--- src/rtl/cpu_pkg.sv ---
// Shared CPU types: widths, opcodes, IF/ID register layout.
// No logic; types and constants only.
// No backpressure; not applicable.
package cpu_pkg;

    localparam int PC_W    = 8;
    localparam int INSTR_W = 20;
    localparam int OPC_W   = 5;

    typedef logic [PC_W-1:0]    pc_t;
    typedef logic [INSTR_W-1:0] instr_t;
    typedef logic [OPC_W-1:0]   opcode_t;

    localparam opcode_t OPC_ADD   = 5'b00000;
    localparam opcode_t OPC_SUB   = 5'b00001;
    localparam opcode_t OPC_AND   = 5'b00010;
    localparam opcode_t OPC_OR    = 5'b00011;
    localparam opcode_t OPC_XOR   = 5'b00100;
    localparam opcode_t OPC_SLT   = 5'b00101;
    localparam opcode_t OPC_ADDI  = 5'b00110;
    localparam opcode_t OPC_LOAD  = 5'b00111;
    localparam opcode_t OPC_STORE = 5'b01000;
    localparam opcode_t OPC_JUMP  = 5'b01001;
    localparam opcode_t OPC_BEQZ  = 5'b01010;
    localparam opcode_t OPC_BEQ   = 5'b01011;

    typedef struct packed {
        logic   valid;
        instr_t instr;
        pc_t    pc;
        pc_t    pc_plus1;
    } ifid_t;

    function automatic pc_t pc_inc(input pc_t p);
        return p + pc_t'(1);
    endfunction

endpackage

--- src/rtl/ifid_reg.sv ---
// IF/ID pipeline register; kill wins over hold, hold wins over load. Optional FETCH_JUMP_PREDECODE_EN adds the predecoded flag.
// Latency: 1 cycle from fetch inputs to registered outputs.
// Backpressure: hold freezes every field; kill inserts a bubble (valid=0, instr=0).
module ifid_reg #(
    parameter int PC_W    = 8,
    parameter int INSTR_W = 20
) (
    input  logic               clk,
    input  logic               reset,
    input  logic               hold,
    input  logic               kill,
    input  logic [INSTR_W-1:0] fetch_instr,
    input  logic [PC_W-1:0]    fetch_pc,
    input  logic [PC_W-1:0]    fetch_pc_plus1,
`ifdef FETCH_JUMP_PREDECODE_EN
    input  logic               fetch_predec,
    output logic               ifid_predecoded,
`endif
    output logic               ifid_valid,
    output logic [INSTR_W-1:0] ifid_instr,
    output logic [PC_W-1:0]    ifid_pc,
    output logic [PC_W-1:0]    ifid_pc_plus1
);

    typedef struct packed {
        logic               valid;
`ifdef FETCH_JUMP_PREDECODE_EN
        logic               predec;
`endif
        logic [INSTR_W-1:0] instr;
        logic [PC_W-1:0]    pc;
        logic [PC_W-1:0]    pc_plus1;
    } slot_t;

    slot_t slot_q, slot_d;

    always_comb begin
        slot_d = slot_q;
        if (kill) begin
            // Bubble still records the address; only valid/instr are defined for decode.
            slot_d.valid    = 1'b0;
            slot_d.instr    = '0;
            slot_d.pc       = fetch_pc;
            slot_d.pc_plus1 = fetch_pc_plus1;
`ifdef FETCH_JUMP_PREDECODE_EN
            slot_d.predec   = 1'b0;
`endif
        end else if (!hold) begin
            slot_d.valid    = 1'b1;
            slot_d.instr    = fetch_instr;
            slot_d.pc       = fetch_pc;
            slot_d.pc_plus1 = fetch_pc_plus1;
`ifdef FETCH_JUMP_PREDECODE_EN
            slot_d.predec   = fetch_predec;
`endif
        end
    end

    always_ff @(posedge clk) begin
        if (reset) begin
            slot_q <= '0;
        end else begin
            slot_q <= slot_d;
        end
    end

    assign ifid_valid    = slot_q.valid;
    assign ifid_instr    = slot_q.instr;
    assign ifid_pc       = slot_q.pc;
    assign ifid_pc_plus1 = slot_q.pc_plus1;
`ifdef FETCH_JUMP_PREDECODE_EN
    assign ifid_predecoded = slot_q.predec;
`endif

endmodule

--- src/rtl/fetch_stage.sv ---
// Instruction fetch: PC register, next-PC mux, IF/ID capture. FETCH_JUMP_PREDECODE_EN enables in-stage jump following.
// Latency: memory word at pc reaches IF/ID one cycle later.
// Backpressure: stall holds pc and IF/ID; redirect overrides stall and inserts a bubble.
module fetch_stage #(
    parameter int PC_W    = cpu_pkg::PC_W,
    parameter int INSTR_W = cpu_pkg::INSTR_W,
`ifdef FETCH_JUMP_PREDECODE_EN
    parameter logic [4:0] OPC_JUMP = cpu_pkg::OPC_JUMP,
`endif
    parameter logic [PC_W-1:0] RESET_PC = '0
) (
    input  logic               clk,
    input  logic               reset,
    output logic [PC_W-1:0]    pc,
    input  logic [INSTR_W-1:0] instruction,
    input  logic               stall,
    input  logic               flush,
    input  logic               redirect_valid,
    input  logic [PC_W-1:0]    redirect_pc,
`ifdef FETCH_JUMP_PREDECODE_EN
    output logic               ifid_predecoded,
`endif
    output logic               ifid_valid,
    output logic [INSTR_W-1:0] ifid_instr,
    output logic [PC_W-1:0]    ifid_pc,
    output logic [PC_W-1:0]    ifid_pc_plus1
);

    import cpu_pkg::*;

    logic [PC_W-1:0] pc_q, pc_d;
    logic [PC_W-1:0] pc_plus1;
    logic            ifid_kill;

    assign pc       = pc_q;
    assign pc_plus1 = pc_q + {{(PC_W-1){1'b0}}, 1'b1};

`ifdef FETCH_JUMP_PREDECODE_EN
    opcode_t fetch_opc;
    logic    jump_hit;
    assign fetch_opc = instruction[INSTR_W-1 -: OPC_W];
    assign jump_hit  = (fetch_opc == OPC_JUMP);
`endif

    always_comb begin
        pc_d = pc_plus1;
        if (redirect_valid) begin
            pc_d = redirect_pc;
        end else if (stall) begin
            pc_d = pc_q;
`ifdef FETCH_JUMP_PREDECODE_EN
        end else if (jump_hit) begin
            pc_d = instruction[PC_W-1:0];
`endif
        end
    end

    always_ff @(posedge clk) begin
        if (reset) begin
            pc_q <= RESET_PC;
        end else begin
            pc_q <= pc_d;
        end
    end

    // A plain flush yields to stall; a redirect kills regardless.
    assign ifid_kill = redirect_valid | (flush & ~stall);

    ifid_reg #(
        .PC_W    (PC_W),
        .INSTR_W (INSTR_W)
    ) u_ifid_reg (
        .clk            (clk),
        .reset          (reset),
        .hold           (stall),
        .kill           (ifid_kill),
        .fetch_instr    (instruction),
        .fetch_pc       (pc_q),
        .fetch_pc_plus1 (pc_plus1),
`ifdef FETCH_JUMP_PREDECODE_EN
        .fetch_predec   (jump_hit),
        .ifid_predecoded(ifid_predecoded),
`endif
        .ifid_valid     (ifid_valid),
        .ifid_instr     (ifid_instr),
        .ifid_pc        (ifid_pc),
        .ifid_pc_plus1  (ifid_pc_plus1)
    );

endmodule
--- config.mk ---
export PLATFORM = sky130hd
export DESIGN_NAME = fetch_stage
export DESIGN_NICKNAME = d
export VERILOG_FILES = /design/src/rtl/cpu_pkg.sv /design/src/rtl/ifid_reg.sv /design/src/rtl/fetch_stage.sv
export SDC_FILE = /design/constraint.sdc
export NUM_CORES = 1
export LEC_CHECK = 0
export CORE_ASPECT_RATIO = 0.9
export CORE_UTILIZATION = 42
export DETAILED_ROUTE_END_ITERATION = 10
export GPL_ROUTABILITY_DRIVEN = 1
export PLACE_DENSITY = 0.83
export SLEW_MARGIN = 40
export SYNTH_ARGS = -nofsm -noshare
export SYNTH_HDL_FRONTEND = slang
export SYNTH_SLANG_ARGS = --single-unit
--- constraint.sdc ---
create_clock -name clk -period 1.8 [get_ports clk]
set_input_delay 0.45 -clock clk [delete_from_list [all_inputs] [get_ports clk]]
set_output_delay 0.45 -clock clk [all_outputs]
set_load 0.1 [all_outputs]
==> run_results.csv <==
group,metric,value,unit
logic_synthesis,synth_fp_nets,236,
setup_path,critPathKind,"reg2reg",
timing,setup_violations,0,
clocking,cts-resized-gates,0,
timing,hold_viol_final,0,
floorplan,dieArea,0.00467,mm²
floorplan,die_w,71.9,µm
global_route,track_usage,22.0,%
floorplan,coreArea,0.00416,mm²
global_route,antenna_found_initial,0,
setup_path,r2r-end,"pc[6]",
logic_synthesis,synth.top_cell.area_share,48.7,%
setup_path,arrival,1860,ps
finish,syn2layout_area_growth,77.7,%
logic_synthesis,synthCells,202,
routing,drc,0,
timing,rsz0062_at_grt,"no",
logic_synthesis,synthFlopType,"dfxtp_1",
place,place.gp.congestion,0.776,
finish,final_common_cell,"buf_12",
clocking,worstSkewPairLatency,290,ps
setup_path,r2r_slack,130,ps
routing,first_pass_iters,4,
setup_path,end_kind,"flop",
finish,mostFrequentLayoutCells,"47 x buf_12, 38 x dfxtp_1, 33 x nor2_1",
logic_synthesis,synth_edf_count,0,
finish,regArea,910,µm²
clocking,cts.clk_slew.worst_paths,80,ps
global_route,grt_pass1_wl,7.94,mm
logic_synthesis,yosysUniqueCellTypes,35,
job,drv_cap,0,
worst_hold_path,hp-class,"reg2reg",
logic_synthesis,synth_area_per_cell,9.15,µm²
clocking,postCtsSetupRepairBufs,0,
floorplan,fp.dieH,64.9,µm
setup_path,reg2reg_depth,4,
power,total_power,2.79,mW
floorplan,initial_utilization,44.5,%
clocking,cts-root-buf,"clkbuf_8",
clocking,htree_levels,2,
routing,ant_nets,0,
global_route,grt_max_degree,24,
clocking,cts_tree,"yes",
clocking,clock-sinks,45,
timing,final_max_slew_viol_count,0,
clocking,cts_inserted_buffers,5,
worst_hold_path,min_to,"u_ifid_reg.ifid_valid",
routing,drt_iter0_drc,115,
setup_path,worst-path-max-fanout,5,
logic_synthesis,ys_seq_elements,45,
logic_synthesis,ys_top_cells_by_area,"dfxtp_1 49%, mux2i_1 11%, nor2_1 6.7%",
logic_synthesis,yosysSeqAreaShare,48.7,%
logic_synthesis,synth-simple-area-share,18.1,%
power,p_per_area,849,mW/mm²
clocking,clock_path_buffers,2,
floorplan,std_cell_rows,22,
place,dp_hpwl,3.59,mm
logic_synthesis,synthMuxAreaShare,11.4,%
logic_synthesis,synthXorXnorAreaFrac,2.84,%
finish,fin_nets,313,
timing,fmaxAchievable,599,MHz
place,io_buffer_count,77,
finish,post-route-util,79.0,%
routing,wl_per_cell,13.6,µm
setup_path,slowest_delay,470,ps
setup_path,r2r-start,"pc[1]",
setup_path,cp-start-kind,"flop",
outcome,status,"complete, no violations",
timing,relSlewSlack,73.8,%
power,leakagePower,1.30,nW
setup_path,slowest_stage,"or4_1",
routing,drt-total-wl,4.64,mm
power,ir_drop,0.557,mV
clocking,hold_buffers,0,
logic_synthesis,yosysTopAreaCell,"dfxtp_1",
finish,fillers,241,
worst_hold_path,worstHoldStart,"u_ifid_reg.ifid_valid",
timing,skew,2.45,ps
logic_synthesis,synth.cell_area,0.00185,mm²
logic_synthesis,synth_adder_area_share,0.677,%
logic_synthesis,ys.warnings.count,0,
logic_synthesis,synth_compound_area_share,12.3,%
routing,viasPerCell,4.97,
finish,multiInputGateArea,837,µm²
finish,drive_gt1_share,26.4,%
setup_path,required,1990,ps
global_route,grt-ovfl-total,0,
global_route,grt_pass1_vias,1719,
setup_path,crit_chain,"ha_1 -> nand2_1 -> or4_1 -> a311oi_1",
routing,vias,1690,
finish,n_antenna_cell,0,
logic_synthesis,async_flop_share,0,%
timing,fin_crit,1670,ps
timing,worst_slew_pin_slew,393,ps
floorplan,io_pins,78,
logic_synthesis,synth_top_family_by_area,"simple AND/OR/NAND/NOR gates",
timing,finalCritPeriodShare,92.8,%
worst_hold_path,hold_depth,2,
[cells by family after synthesis]
| family | count (synthesis) |
|---|---|
| flops | 45 |
| simple gates | 75 |
| compound gates | 34 |
| mux | 21 |
| fa+ha+maj | 1 |
| xor+xnor | 6 |
| buf+inv | 20 |
[registers in the layout, indices dropped and copies added (netlist names)]
signal,count
u_ifid_reg.ifid_instr,20
pc,8
u_ifid_reg.ifid_pc,8
u_ifid_reg.ifid_pc_plus1,8
u_ifid_reg.ifid_valid,1
[power by group]
group	internal, mW	total [mW]	switching (mW)
clock network	0.551	0.889	0.338
registers	1.05	1.11	0.0688
logic	0.314	0.783	0.470
[how the worst max path moves through the flow]
stage	start	to	slack [ps]	cells after the start
5_1_grt	pc[1]	pc[6]	20	4
3_5_place_dp	redirect_valid	pc[6]	90	4
4_1_cts	pc[1]	pc[6]	130	4
3_3_place_gp	redirect_valid	u_ifid_reg.ifid_pc_plus1[7]	140	5
6_report	pc[1]	pc[6]	130	4
2_1_floorplan	pc[0]	pc[6]	-90	4
[area by class of cell]
class / instances / area share, %
flip-flops and latches: 45 / 27.7
clock inverters: 3 / 1.98
multi-input cells: 137 / 25.5
repair buffers: 87 / 40.1
clock buffers: 5 / 2.10
well taps: 60 / 2.29
inverters: 3 / 0.343
[synthesized netlist by cell type (3+ instances only)]
library cell / count
dfxtp_1: 45
nor2_1: 33
nand2_1: 23
mux2i_1: 20
a21oi_1: 12
clkbuf_1: 7
a211oi_1: 6
a311oi_1: 5
buf_2: 4
buf_4: 4
o21ai_1: 4
or3_1: 4
inv_1: 3
xnor2_1: 3
xor2_1: 3
[stage by stage]
| step | cell area, µm² | hold WS, ps | TNS (ps) | cells | setup WS [ps] |
|---|---|---|---|---|---|
| after global placement | 3150 | 474 | 0 | 332 | 145 |
| after floorplan | 1860 | 578 | -91.0 | 202 | -91.0 |
| final | 3280 | 494 | 0 | 340 | 130 |
| after CTS | 3280 | 497 | 0 | 340 | 125 |
| after detailed placement | 3150 | 481 | 0 | 332 | 89.7 |
| after global routing | 3280 | 511 | 0 | 340 | 22.5 |
[metal layers]
layer / GRT usage, % / wire, µm / up-vias
li1: - / - / 842
met1: 24.2 / 1810 / 774
met2: 38.3 / 2340 / 69
met3: 9.33 / 435 / 5
met4: 6.86 / 57 / 0
met5: 0 / 0 / -
[critical path, delay by kind of cell (launching register included)]
| family | cells | cell delay (ps) |
|---|---|---|
| simple gates | 2 | 590 |
| flops | 1 | 410 |
| fa+ha+maj | 1 | 260 |
| compound gates | 1 | 300 |
Note: power is estimated with default switching activity, not from simulation.
==> RTL edit, RTL diff (same flow settings) <==
Build with the macro `FETCH_JUMP_PREDECODE_EN` defined.
--- a/src/rtl/ifid_reg.sv
+++ b/src/rtl/ifid_reg.sv
@@ -1,6 +1,8 @@
 // IF/ID pipeline register; kill wins over hold, hold wins over load. Optional FETCH_JUMP_PREDECODE_EN adds the predecoded flag.
 // Latency: 1 cycle from fetch inputs to registered outputs.
 // Backpressure: hold freezes every field; kill inserts a bubble (valid=0, instr=0).
+`define FETCH_JUMP_PREDECODE_EN
+
 module ifid_reg #(
     parameter int PC_W    = 8,
     parameter int INSTR_W = 20
Function (old outputs only; new: ifid_predecoded): changed (a bounded check fails within 4 cycles, from zero or initial values and one cycle with reset high).
==> RTL edit against the original RTL <==
- global-route usage up 1.4 points
- clock skew up 9.5 ps
- non-clock buffer count up 3
- hold slack worse by 1.2 ps
- setup slack better by 78 ps
- power down 8.4%
- final area up 2.7%
- clock power down 31%
- synthesized area up 5.3%
- routed wire length up 16%
- die area up 5.1%
- sequential cell count up 1
- critical path type is now in2reg
- critical endpoint is now pc[7]
- largest cell class unchanged
==> RTL edit: results (changes against the original RTL) <==
The number of unique standard cell types used by synthesis came out at 32 (-8.6%). The synthesis warning total was 0 (unchanged); the HPWL reported at the end of detailed placement was 4.11 mm (+15%). The logs give 0.765 (-1.4%) for the routability congestion estimate from global placement and 105 (-8.7%) for the initial detailed-routing violation count. Number of resized instances in the post-cts repair step: 0 (unchanged). The H-tree depth came out at 2 (unchanged). The TritonCTS buffer count is 5 (unchanged). The share of the yosys chip area belonging to registers came out at 47.3% (-1.4 points).

For the total routed wirelength, the log shows 5.40 mm (+16%). The number of antenna violations at the first check in global routing came out at 0 (unchanged). Data arrival time of the critical path: 1780 ps (-80 ps). The first-pass GRT wire length was 8.60 mm (+8.4%); the number of buffers inserted by post-CTS setup repair was 0 (unchanged).

In this run the worst hold path is classified as reg2reg. The global-route total usage across every layer came out at 23.4% (+1.4 points). For the met3 usage in global routing, the log shows 8.77% (-0.56 points). The routed metal-1 wire length is 2.16 mm (+19%). Clock slew at the register clock pins of the worst setup and hold paths: 80 ps (about the same). The tools report the number of buffers on the longest clock path as 2 (unchanged). Net count after synthesis: 261 (+11%).

Among all flip-flop cells after synthesis, the most frequent one is dfxtp_1. The layout cell share with drive strength beyond 1 was 25.1% (-1.3 points); the clock latency on the worst-skew pair was 310 ps (+20 ps). The diode insertion count for antenna repair was 0 (unchanged); the post-placement cell area was 3290 um2 (+4.5%).

The first-pass iteration count of the detailed router was 4 (unchanged); the cell count after synthesis was 227 (+12%). The logs give 1.36 nW (+4.6%) for the static power due to leakage and 12.0 ps (+9.54 ps) for the worst setup skew after layout. Counting instances in the post-synthesis netlist gives the leading cell types as 46 x dfxtp_1, 38 x nor2_1, 26 x nand2_1, 22 x mux2i_1, 19 x a21oi_1.

The number of I/O port buffers is 78 (+1.3%). The root buffer cell is clkbuf_8. Via count of the first global-routing pass: 1843 (+7.2%). Highest signal layer in the routed design: met4. For the relative slew slack, the log shows 74.6% (+0.84 points). The tools report the worst setup slack before clock tree synthesis as -83.4 ps (-173 ps). The tools report the total via count in the routed design as 1924 (+14%). The total length of routed met2 wires was 2.63 mm (+13%); the met2 track utilization from global routing was 39.6% (+1.2 points).

By area the synthesized netlist is led by dfxtp_1 47%, mux2i_1 11%, nor2_1 7.3%. Flip-flop count of the largest register, all copies and words added: 20 (unchanged). The post-layout instance count excluding filler cells was 369 (+8.5%). The placed cell count is 362 (+9.0%), and the met3 routed wirelength is 512 um (+18%). The number of nets in the final layout came out at 341 (+8.9%). The top fanout value on the critical path came out at 8 (+3). The async set-reset flop share out of synthesis was 0% (unchanged).

The run finished with clean final reports. The peak supply drop is 0.000600 V (+7.6%), and the met1 track demand over resource is 26.6% (+2.4 points). The largest net degree at the start of global routing was 23 (-4.2%).
-- RTL edit: cell types whose count changed after synthesis, sizes merged, moves of 4 or more --
cell | before | now
nor3 | 1 | 13
a311oi | 6 | 0
a21oi | 12 | 19
clkbuf | 7 | 3
buf | 10 | 14
nor2 | 33 | 38
-- RTL edit: worst max-delay path: stages --
cell and delay, ps:
clkdlybuf4s50_1 500, nor2b_2 180, nand3_1 250, o21ai_0 300, o22ai_1 100
-- RTL edit: final cells by class --
cell class / count / area, um2
well taps: 62 / 77.6
multi-input cells: 158 / 911
inverters: 6 / 22.5
clock buffers: 5 / 68.8
fillers: 277 / 1090
clock inverters: 2 / 10.0
repair buffers: 90 / 1350
flip-flops and latches: 46 / 930
-- RTL edit: kinds of logic after synthesis --
kind of cell    after synthesis  synth area share (%)
simple gates                 90                  19.9
flops                        46                  47.3
compound gates               42                  13.6
buf+inv                      23                  5.85
mux                          22                  11.3
xor+xnor                      3                  1.35
fa+ha+maj                     1                 0.643
-- RTL edit: final timing paths --
| path | endpoint | cells past startpoint | startpoint | slack [ps] |
|---|---|---|---|---|
| hold reg to reg | u_ifid_reg.ifid_pc[0] | 2 | u_ifid_reg.ifid_pc[0] | 490 |
| setup / recovery | pc[7] | 5 | instruction[15] | 210 |
| setup reg to reg | pc[4] | 5 | pc[1] | 370 |
| hold / removal | u_ifid_reg.ifid_pc[0] | 2 | u_ifid_reg.ifid_pc[0] | 490 |
-- RTL edit: power by group --
group          switching [W]  total [W]  leakage [nW]  internal, W
logic               0.000488   0.000807         0.936     0.000319
registers          0.0000677    0.00113         0.379      0.00107
clock network       0.000349   0.000611        0.0438     0.000261
